File: src/rtl/gpr_dbg_ctrl.sv
// Debug access sequencer for the GPR file JTAG port: halts the core, performs one
// register read/write, returns the response. Optional halt timeout: GPR_DBG_TIMEOUT_EN.
module gpr_dbg_ctrl #(
  parameter int ADDR_W       = 5,
  parameter int DATA_W       = 32,
  parameter int HALT_TIMEOUT = 255
) (
  input  logic              clk_i,
  input  logic              rst_i,
  input  logic              dbg_req_i,
  input  logic              dbg_we_i,
  input  logic [ADDR_W-1:0] dbg_addr_i,
  input  logic [DATA_W-1:0] dbg_wdata_i,
  output logic              dbg_gnt_o,
  output logic              dbg_rvalid_o,
  input  logic              dbg_rready_i,
  output logic [DATA_W-1:0] dbg_rdata_o,
  output logic              dbg_err_o,
  input  logic              dbg_hold_i,
  output logic              halt_req_o,
  input  logic              halted_i,
  input  logic              reg_wen_i,
  output logic              gpr_jtag_en_o,
  output logic [ADDR_W-1:0] gpr_jtag_addr_o,
  output logic [DATA_W-1:0] gpr_jtag_data_o,
  input  logic [DATA_W-1:0] gpr_jtag_data_i
);

  typedef enum logic [1:0] {IDLE, HALT, ACCESS, RESP} state_t;

  state_t            state;
  logic              we;
  logic [ADDR_W-1:0] addr;
  logic [DATA_W-1:0] wdata;
  logic              zero_path;
  logic              rvalid;
  logic              halt_req;
  logic [DATA_W-1:0] rdata;
  logic              accept;
  logic              handshake;
  logic              expire;

  assign accept    = (state == IDLE) && dbg_req_i && !rst_i;
  assign handshake = (state == RESP) && dbg_rready_i;

  // Reset gates the strobes so an access aborted mid-cycle never reaches the register file
  assign dbg_gnt_o       = accept;
  assign gpr_jtag_en_o   = (state == ACCESS) && we && !reg_wen_i && !rst_i;
  assign gpr_jtag_addr_o = (state == ACCESS) ? addr : '0;
  assign gpr_jtag_data_o = ((state == ACCESS) && we) ? wdata : '0;

  assign dbg_rvalid_o = rvalid;
  assign dbg_rdata_o  = rdata;
  assign halt_req_o   = halt_req;

`ifdef GPR_DBG_TIMEOUT_EN
  localparam int CNT_W = ($clog2(HALT_TIMEOUT + 1) > 8) ? $clog2(HALT_TIMEOUT + 1) : 8;

  logic [CNT_W-1:0] cnt;
  logic             err;

  assign expire    = (state == HALT) && !halted_i && (cnt + CNT_W'(1) == CNT_W'(HALT_TIMEOUT));
  assign dbg_err_o = err;

  always_ff @(posedge clk_i) begin
    if (rst_i) begin
      cnt <= '0;
      err <= 1'b0;
    end else begin
      if (accept)
        cnt <= '0;
      else if ((state == HALT) && !halted_i)
        cnt <= cnt + CNT_W'(1);
      if (expire)
        err <= 1'b1;
      else if (handshake)
        err <= 1'b0;
    end
  end
`else
  assign expire    = 1'b0;
  assign dbg_err_o = 1'b0;
`endif

  // x0 accesses skip the halt entirely, so their RESP leaves halt_req following dbg_hold_i
  always_ff @(posedge clk_i) begin
    if (rst_i) begin
      state     <= IDLE;
      we        <= 1'b0;
      addr      <= '0;
      wdata     <= '0;
      zero_path <= 1'b0;
      rvalid    <= 1'b0;
      rdata     <= '0;
      halt_req  <= 1'b0;
    end else begin
      halt_req <= dbg_hold_i;
      case (state)
        IDLE: begin
          if (dbg_req_i) begin
            we    <= dbg_we_i;
            addr  <= dbg_addr_i;
            wdata <= dbg_wdata_i;
            if (dbg_addr_i == '0) begin
              state     <= RESP;
              rvalid    <= 1'b1;
              rdata     <= '0;
              zero_path <= 1'b1;
            end else begin
              state     <= HALT;
              halt_req  <= 1'b1;
              zero_path <= 1'b0;
            end
          end
        end
        HALT: begin
          halt_req <= 1'b1;
          if (halted_i) begin
            state <= ACCESS;
          end else if (expire) begin
            state  <= RESP;
            rvalid <= 1'b1;
            rdata  <= '0;
          end
        end
        ACCESS: begin
          halt_req <= 1'b1;
          if (!reg_wen_i) begin
            state  <= RESP;
            rvalid <= 1'b1;
            rdata  <= we ? '0 : gpr_jtag_data_i;
          end
        end
        RESP: begin
          if (handshake) begin
            state  <= IDLE;
            rvalid <= 1'b0;
            rdata  <= '0;
          end else begin
            halt_req <= dbg_hold_i || !zero_path;
          end
        end
        default: state <= IDLE;
      endcase
    end
  end

endmodule

File: config.mk
export PLATFORM = sky130hd
export DESIGN_NAME = gpr_dbg_ctrl
export DESIGN_NICKNAME = d
export VERILOG_FILES = /design/src/rtl/gpr_dbg_ctrl.sv
export SDC_FILE = /design/constraint.sdc
export NUM_CORES = 1
export LEC_CHECK = 0
export CORE_MARGIN = 2
export CORE_UTILIZATION = 42
export DETAILED_ROUTE_END_ITERATION = 6
export PLACE_DENSITY = 0.81
export SYNTH_ARGS = -nofsm -noshare
export SYNTH_HDL_FRONTEND = slang
export SYNTH_SLANG_ARGS = --single-unit
File: constraint.sdc
create_clock -name clk_i -period 2.35 [get_ports clk_i]
set_input_delay 0.47 -clock clk_i [delete_from_list [all_inputs] [get_ports clk_i]]
set_output_delay 0.47 -clock clk_i [all_outputs]
set_load 0.05 [all_outputs]
==> results of run 1 <==
## stage by stage
| step | util (%) | hold WS, ns | setup slack (ns) | TNS (ns) |
|---|---|---|---|---|
| after floorplan | - | 0.432 | 0.283 | 0 |
| after global routing | 71.3 | 0.464 | 0.00440 | 0 |
| final | 71.3 | 0.456 | 0.108 | 0 |
| after detailed placement | 68.3 | 0.443 | -0.237 | -7.24 |
| after global placement | 68.3 | 0.437 | -0.201 | -6.42 |
| after CTS | 71.3 | 0.454 | 0.127 | 0 |
## critical path: cells and delay by family
family | cells | cell delay (ns)
simple gates | 2 | 1.05
mux | 1 | 0.14
compound gates | 1 | 0.13
buf+inv | 2 | 0.64
## cell families after synthesis
group | count (synthesis)
AO/OA/AOI/OAI | 49
adder cells (fa/ha/maj) | 5
buffers and inverters | 36
flip-flops | 75
multiplexers | 33
other | 1
AND/OR/NAND/NOR | 197
## final cells by class
class	instances	area [um^2]
well taps	102	128
inverters	5	18.8
fillers	577	2210
multi-input cells	285	1620
clock inverters	7	100
flip-flops and latches	75	1500
repair buffers	162	1990
clock buffers	9	124
## cell usage after synthesis (all sizes together) (2+ instances only)
master,number,share of area (%)
o21ai,2,0.42
and3,32,6.1
buf,8,2.7
clkbuf,23,2.6
ha,5,1.9
dfxtp,75,45
nand2b,33,6.2
nor2,7,0.79
mux2i,33,10
a21oi,40,6.1
inv,5,0.57
nand2,112,13
nor3,3,0.45
and2,6,1.1
## registers in the layout, summed over array words and instances, names as in the netlist
register / cells
dbg_rdata_o: 32
wdata: 32
addr: 5
state: 2
dbg_rvalid_o: 1
halt_req_o: 1
we: 1
zero_path: 1
## power groups by stage
stage               clock network, mW  logic (mW)  registers, mW
floorplan                           0        1.12           1.70
global placement                    0        1.65           1.57
detailed placement                  0        1.69           1.58
CTS                              1.14        1.70           1.55
global route                     1.19        1.84           1.58
finish                           1.11        1.69           1.55
## final timing paths
path	start	end	slack, ns	cells past startpoint
setup / recovery	dbg_addr_i[4]	dbg_rdata_o[21]	0.11	6
hold reg to reg	wdata[3]	wdata[3]	0.46	2
setup reg to reg	state[0]	dbg_rdata_o[21]	0.40	7
hold / removal	wdata[3]	wdata[3]	0.46	2
## per-layer routing
| layer | track usage [%] | vias to the layer above | wire length [um] |
|---|---|---|---|
| met2 | 36.8 | 118 | 4410 |
| met3 | 8.71 | 13 | 907 |
| met4 | 6.74 | 0 | 138 |
| met5 | 0 | - | 0 |
| met1 | 27.5 | 1464 | 3900 |
| li1 | - | 1573 | - |
==> impl_metrics.toml, run 1 <==
[status]
status = "finished clean"

[power_and_ir_drop]
power_frac_seq_pct = 35.7
p_sw_share_pct = 36.3
p_int_mw = 2.77
peakVddDrop_v = 0.000563
comb_power_share_pct = 38.8
pwr-share-clk_pct = 25.5
switchingPower_mw = 1.58
power_mw = 4.35
cellPowerDensity_nw_per_um2 = 794
p_leak_nw = 2.29

[grt]
grt_use_total_pct = 22.5
antenna_found_initial = 0
grt_overflow = 0
grt_pass1_vias = 3231
grt_pass1_wl_um = 15600
grt_start_max_net_pins = 41

[synthesis]
synth_cells = 396
ys_ff_latch = 75
synth_top_family_by_area = "simple AND/OR/NAND/NOR gates"
muxShareOfSynthArea_pct = 9.99
synth-simple-area-share_pct = 28.4
syn_nets = 478
ys_types = 30
ys.flop_type = "dfxtp_1"
synth-xor-area-share_pct = 0
synth_compound_area_share_pct = 8.25
syn_area_per_cell_um2 = 8.35
async_reset_ff_share_pct = 0
yosysWarnings = 0
yosys.area_share.adder_pct = 1.89
synth_area_um2 = 3310
synth_edf_count = 0
synth-seq-area-share_pct = 45.4

[drt]
wl_per_cell_um = 14.5
drt_iter0_drc = 140
dr.pass1.iters = 4
viasPerCell = 4.91
finalWirelength_um = 9360
vias = 3168
antenna_left = 0
drc_errors = 0

[placement]
dp_hpwl_um = 6610
dp_cells = 629
port_buffers = 149
gp_congestion = 0.788
placed_area_um2 = 5250

[clocking]
post-cts-setup-buffer-count = 0
cts_buffer_depth = 2
clk_pin_slew_ns = 0.08
ctsHoldBuffers = 0
clk_latency_ns = 0.34
clock-root-buffer = "clkbuf_8"
ctsResizeCount = 0
cts_num_sinks = 75
htreeDepth = 3
numCtsBuffers = 9
cts_tree = "yes"

[sta]
max_freq_ghz = 0.446
period_minus_slack_ns = 2.24
max_slew.worst_pin.slew_ns = 0.532
fin_crit_sh_pct = 95.4
fin_worst_skew_ns = 0.00959
setup_viol_count_final = 0
hold_violations = 0
relSlewSlack_pct = 64.4
rsz0062_at_grt = "false"
final_max_slew_viol_count = 0

[worst_setup_path]
start_kind = "primary input"
critPathSlowestCell = "or4_4"
end_kind = "flip-flop"
crit_type = "primary input to flip-flop"
required_ns = 2.57
max_stage_delay_ns = 0.55
cp_data_arrival_time_ns = 2.46
critPathMaxFanout = 32
path_cells = "clkdlybuf4s50_1 -> or4_4 -> o21ai_2 -> or3b_2 -> buf_12 -> mux2i_1"

[floorplan]
rows = 32
core_area_um2 = 7690
start_util_pct = 43.0
dieArea_um2 = 8600
die-height_um = 92.7
die_w_um = 92.7
ioPinCount = 151

[min_path]
min_path_type = "flip-flop to flip-flop"

[job]
maxCapViolCount = 0

[final_layout]
mostFrequentLayoutCells = "nand2_1 (112), clkdlybuf4s50_1 (109), dfxtp_1 (75), a21oi_1 (40), buf_12 (40)"
final_nets = 620
antenna_cells = 0
drive_gt1_share_pct = 13.8
fin_cells = 645
stdcell_area_um2 = 5480
syn_to_final_growth_pct = 65.7
final_common_cell = "nand2_1"
Power figures use the tool's default switching activity.
==> run 2, diff against run 1 <==
--- a/config.mk
+++ b/config.mk
@@ -5,10 +5,12 @@
 export SDC_FILE = /design/constraint.sdc
 export NUM_CORES = 1
 export LEC_CHECK = 0
+export CAP_MARGIN = 15
 export CORE_MARGIN = 2
 export CORE_UTILIZATION = 42
 export DETAILED_ROUTE_END_ITERATION = 6
 export PLACE_DENSITY = 0.81
+export SLEW_MARGIN = 0
 export SYNTH_ARGS = -nofsm -noshare
 export SYNTH_HDL_FRONTEND = slang
 export SYNTH_SLANG_ARGS = --single-unit
==> results of run 2 <==
The final DEF is identical to that of run 1; final timing and power are the same.
==> run 3, diff against run 2 <==
--- a/config.mk
+++ b/config.mk
@@ -6,6 +6,7 @@
 export NUM_CORES = 1
 export LEC_CHECK = 0
 export CAP_MARGIN = 15
+export CORE_ASPECT_RATIO = 1.5
 export CORE_MARGIN = 2
 export CORE_UTILIZATION = 42
 export DETAILED_ROUTE_END_ITERATION = 6
==> impl_metrics.toml, run 3 (synthesis gave the netlist of run 1 again) <==
[grt]
antenna_found_initial = 0
grt_overflow = 0
grt_use_total_pct = 23.1
grt_start_max_net_pins = 41
grt_pass1_wl_um = 15900
grt_pass1_vias = 3349

[final_layout]
fillers = 573
final_common_cell = "nand2_1"
mostFrequentLayoutCells = "nand2_1 (112), clkdlybuf4s50_1 (109), dfxtp_1 (75), a21oi_1 (40), buf_12 (40)"
syn_to_final_growth_pct = 68.8
drive_gt1_share_pct = 13.8
antenna_cells = 0
fin_cells = 645
final_nets = 620

[worst_setup_path]
required_ns = 2.60
path_cells = "clkdlybuf4s50_1 -> or4_4 -> o21ai_2 -> or3b_2 -> buf_12 -> mux2i_1"
end_kind = "flip-flop"
path_buf_inv = 2
ff2ff_path_depth = 7
max_stage_delay_ns = 0.56
start_kind = "primary input"
rr_startpoint = "state[0]"
crit_type = "primary input to flip-flop"
ff2ff_setup_slack_ns = 0.36
r2r-end = "dbg_rdata_o[3]"
cp_top_family = "simple AND/OR/NAND/NOR gates"
critPathSlowestCell = "or4_4"
critPathMaxFanout = 32
cp_data_arrival_time_ns = 2.55

[sta]
relSlewSlack_pct = 65.0
hold_violations = 0
setup_ws_ns = 0.0445
fin_crit_sh_pct = 98.1
max_freq_ghz = 0.434
setup_viol_count_final = 0
final_max_slew_viol_count = 0
holdWs_ns = 0.450
max_slew.worst_pin.slew_ns = 0.523
period_minus_slack_ns = 2.31
rsz0062_at_grt = "false"
fin_worst_skew_ns = 0.00505

[clocking]
ctsHoldBuffers = 0
clk_pin_slew_ns = 0.06
htreeDepth = 3
cts_buffer_depth = 2
ctsResizeCount = 0
clk_latency_ns = 0.33
cts_tree = "yes"
cts_num_sinks = 75
post-cts-setup-buffer-count = 0
clock-root-buffer = "clkbuf_16"
numCtsBuffers = 9

[floorplan]
rows = 39
start_util_pct = 43.4
die_w_um = 76.4
dieArea_um2 = 8610
die-height_um = 113
core_area_um2 = 7610
ioPinCount = 151

[drt]
antenna_left = 0
vias = 3170
viasPerCell = 4.91
dr.pass1.iters = 4
wl_per_cell_um = 14.7
drc_errors = 0
drt_iter0_drc = 190
finalWirelength_um = 9450

[min_path]
hold_end = "wdata[21]"
hp-start = "wdata[21]"
hold-path-cell-count = 2
min_path_type = "flip-flop to flip-flop"

[power_and_ir_drop]
comb_power_share_pct = 35.9
switchingPower_mw = 1.58
peakVddDrop_v = 0.000615
cellPowerDensity_nw_per_um2 = 847
p_leak_nw = 2.36
power_frac_seq_pct = 32.7
pwr-share-clk_pct = 31.4
p_int_mw = 3.15
p_sw_share_pct = 33.4

[job]
maxCapViolCount = 0

[placement]
gp_congestion = 0.833
dp_cells = 629
place_ws_ns = -0.281
port_buffers = 149
dp_hpwl_um = 6930

[status]
status = "finished clean"
run 3: power by group through the flow:
stage / clock [mW] / sequential [mW] / combinational [mW]
2_1_floorplan: 0 / 1.70 / 1.12
3_3_place_gp: 0 / 1.56 / 1.66
3_5_place_dp: 0 / 1.57 / 1.70
4_1_cts: 1.51 / 1.54 / 1.71
5_1_grt: 1.58 / 1.57 / 1.85
6_report: 1.49 / 1.54 / 1.70
run 3: final cells by class:
class,count,area (um^2),area share [%]
Timing Repair Buffer,162,1990,35.6
Inverter,5,18.8,0.336
Tap cell,102,128,2.29
Clock inverter,5,75.1,1.34
Multi-Input combinational cell,285,1620,29.0
Clock buffer,11,253,4.53
Sequential cell,75,1500,26.9
run 3: per-stage QoR:
step | area [um^2] | total power, mW | utilization [%] | TNS, ns
2_1_floorplan | 3310 | 2.82 | - | 0
3_3_place_gp | 5250 | 3.22 | 69.0 | -6.56
3_5_place_dp | 5250 | 3.27 | 69.0 | -8.50
4_1_cts | 5580 | 4.76 | 73.3 | 0
5_1_grt | 5580 | 4.99 | 73.3 | 0
6_report | 5580 | 4.73 | 73.3 | 0
run 3: worst max path at each step:
stage,start,to,cells after the start,slack (ns)
after floorplan,state[0],dbg_gnt_o,5,0.28
after global placement,dbg_addr_i[4],dbg_rdata_o[15],6,-0.21
after detailed placement,dbg_addr_i[4],dbg_rdata_o[10],6,-0.28
after CTS,dbg_addr_i[4],dbg_rdata_o[3],6,0.03
after global routing,dbg_addr_i[4],dbg_rdata_o[3],6,0.01
final,dbg_addr_i[4],dbg_rdata_o[3],6,0.04
run 3: per-layer routing:
| metal | GRT usage, % | wire [um] | up-vias |
|---|---|---|---|
| met2 | 41.2 | 4960 | 119 |
| met3 | 6.83 | 730 | 15 |
| met1 | 24.1 | 3530 | 1463 |
| met5 | 0 | 0 | - |
| met4 | 12.6 | 229 | 0 |
| li1 | - | - | 1573 |
run 3: worst min-delay path, cell delays in order (launching register included):
cell and delay [ns]:
dfxtp_1 0.30, nand2_1 0.05, a21oi_1 0.05
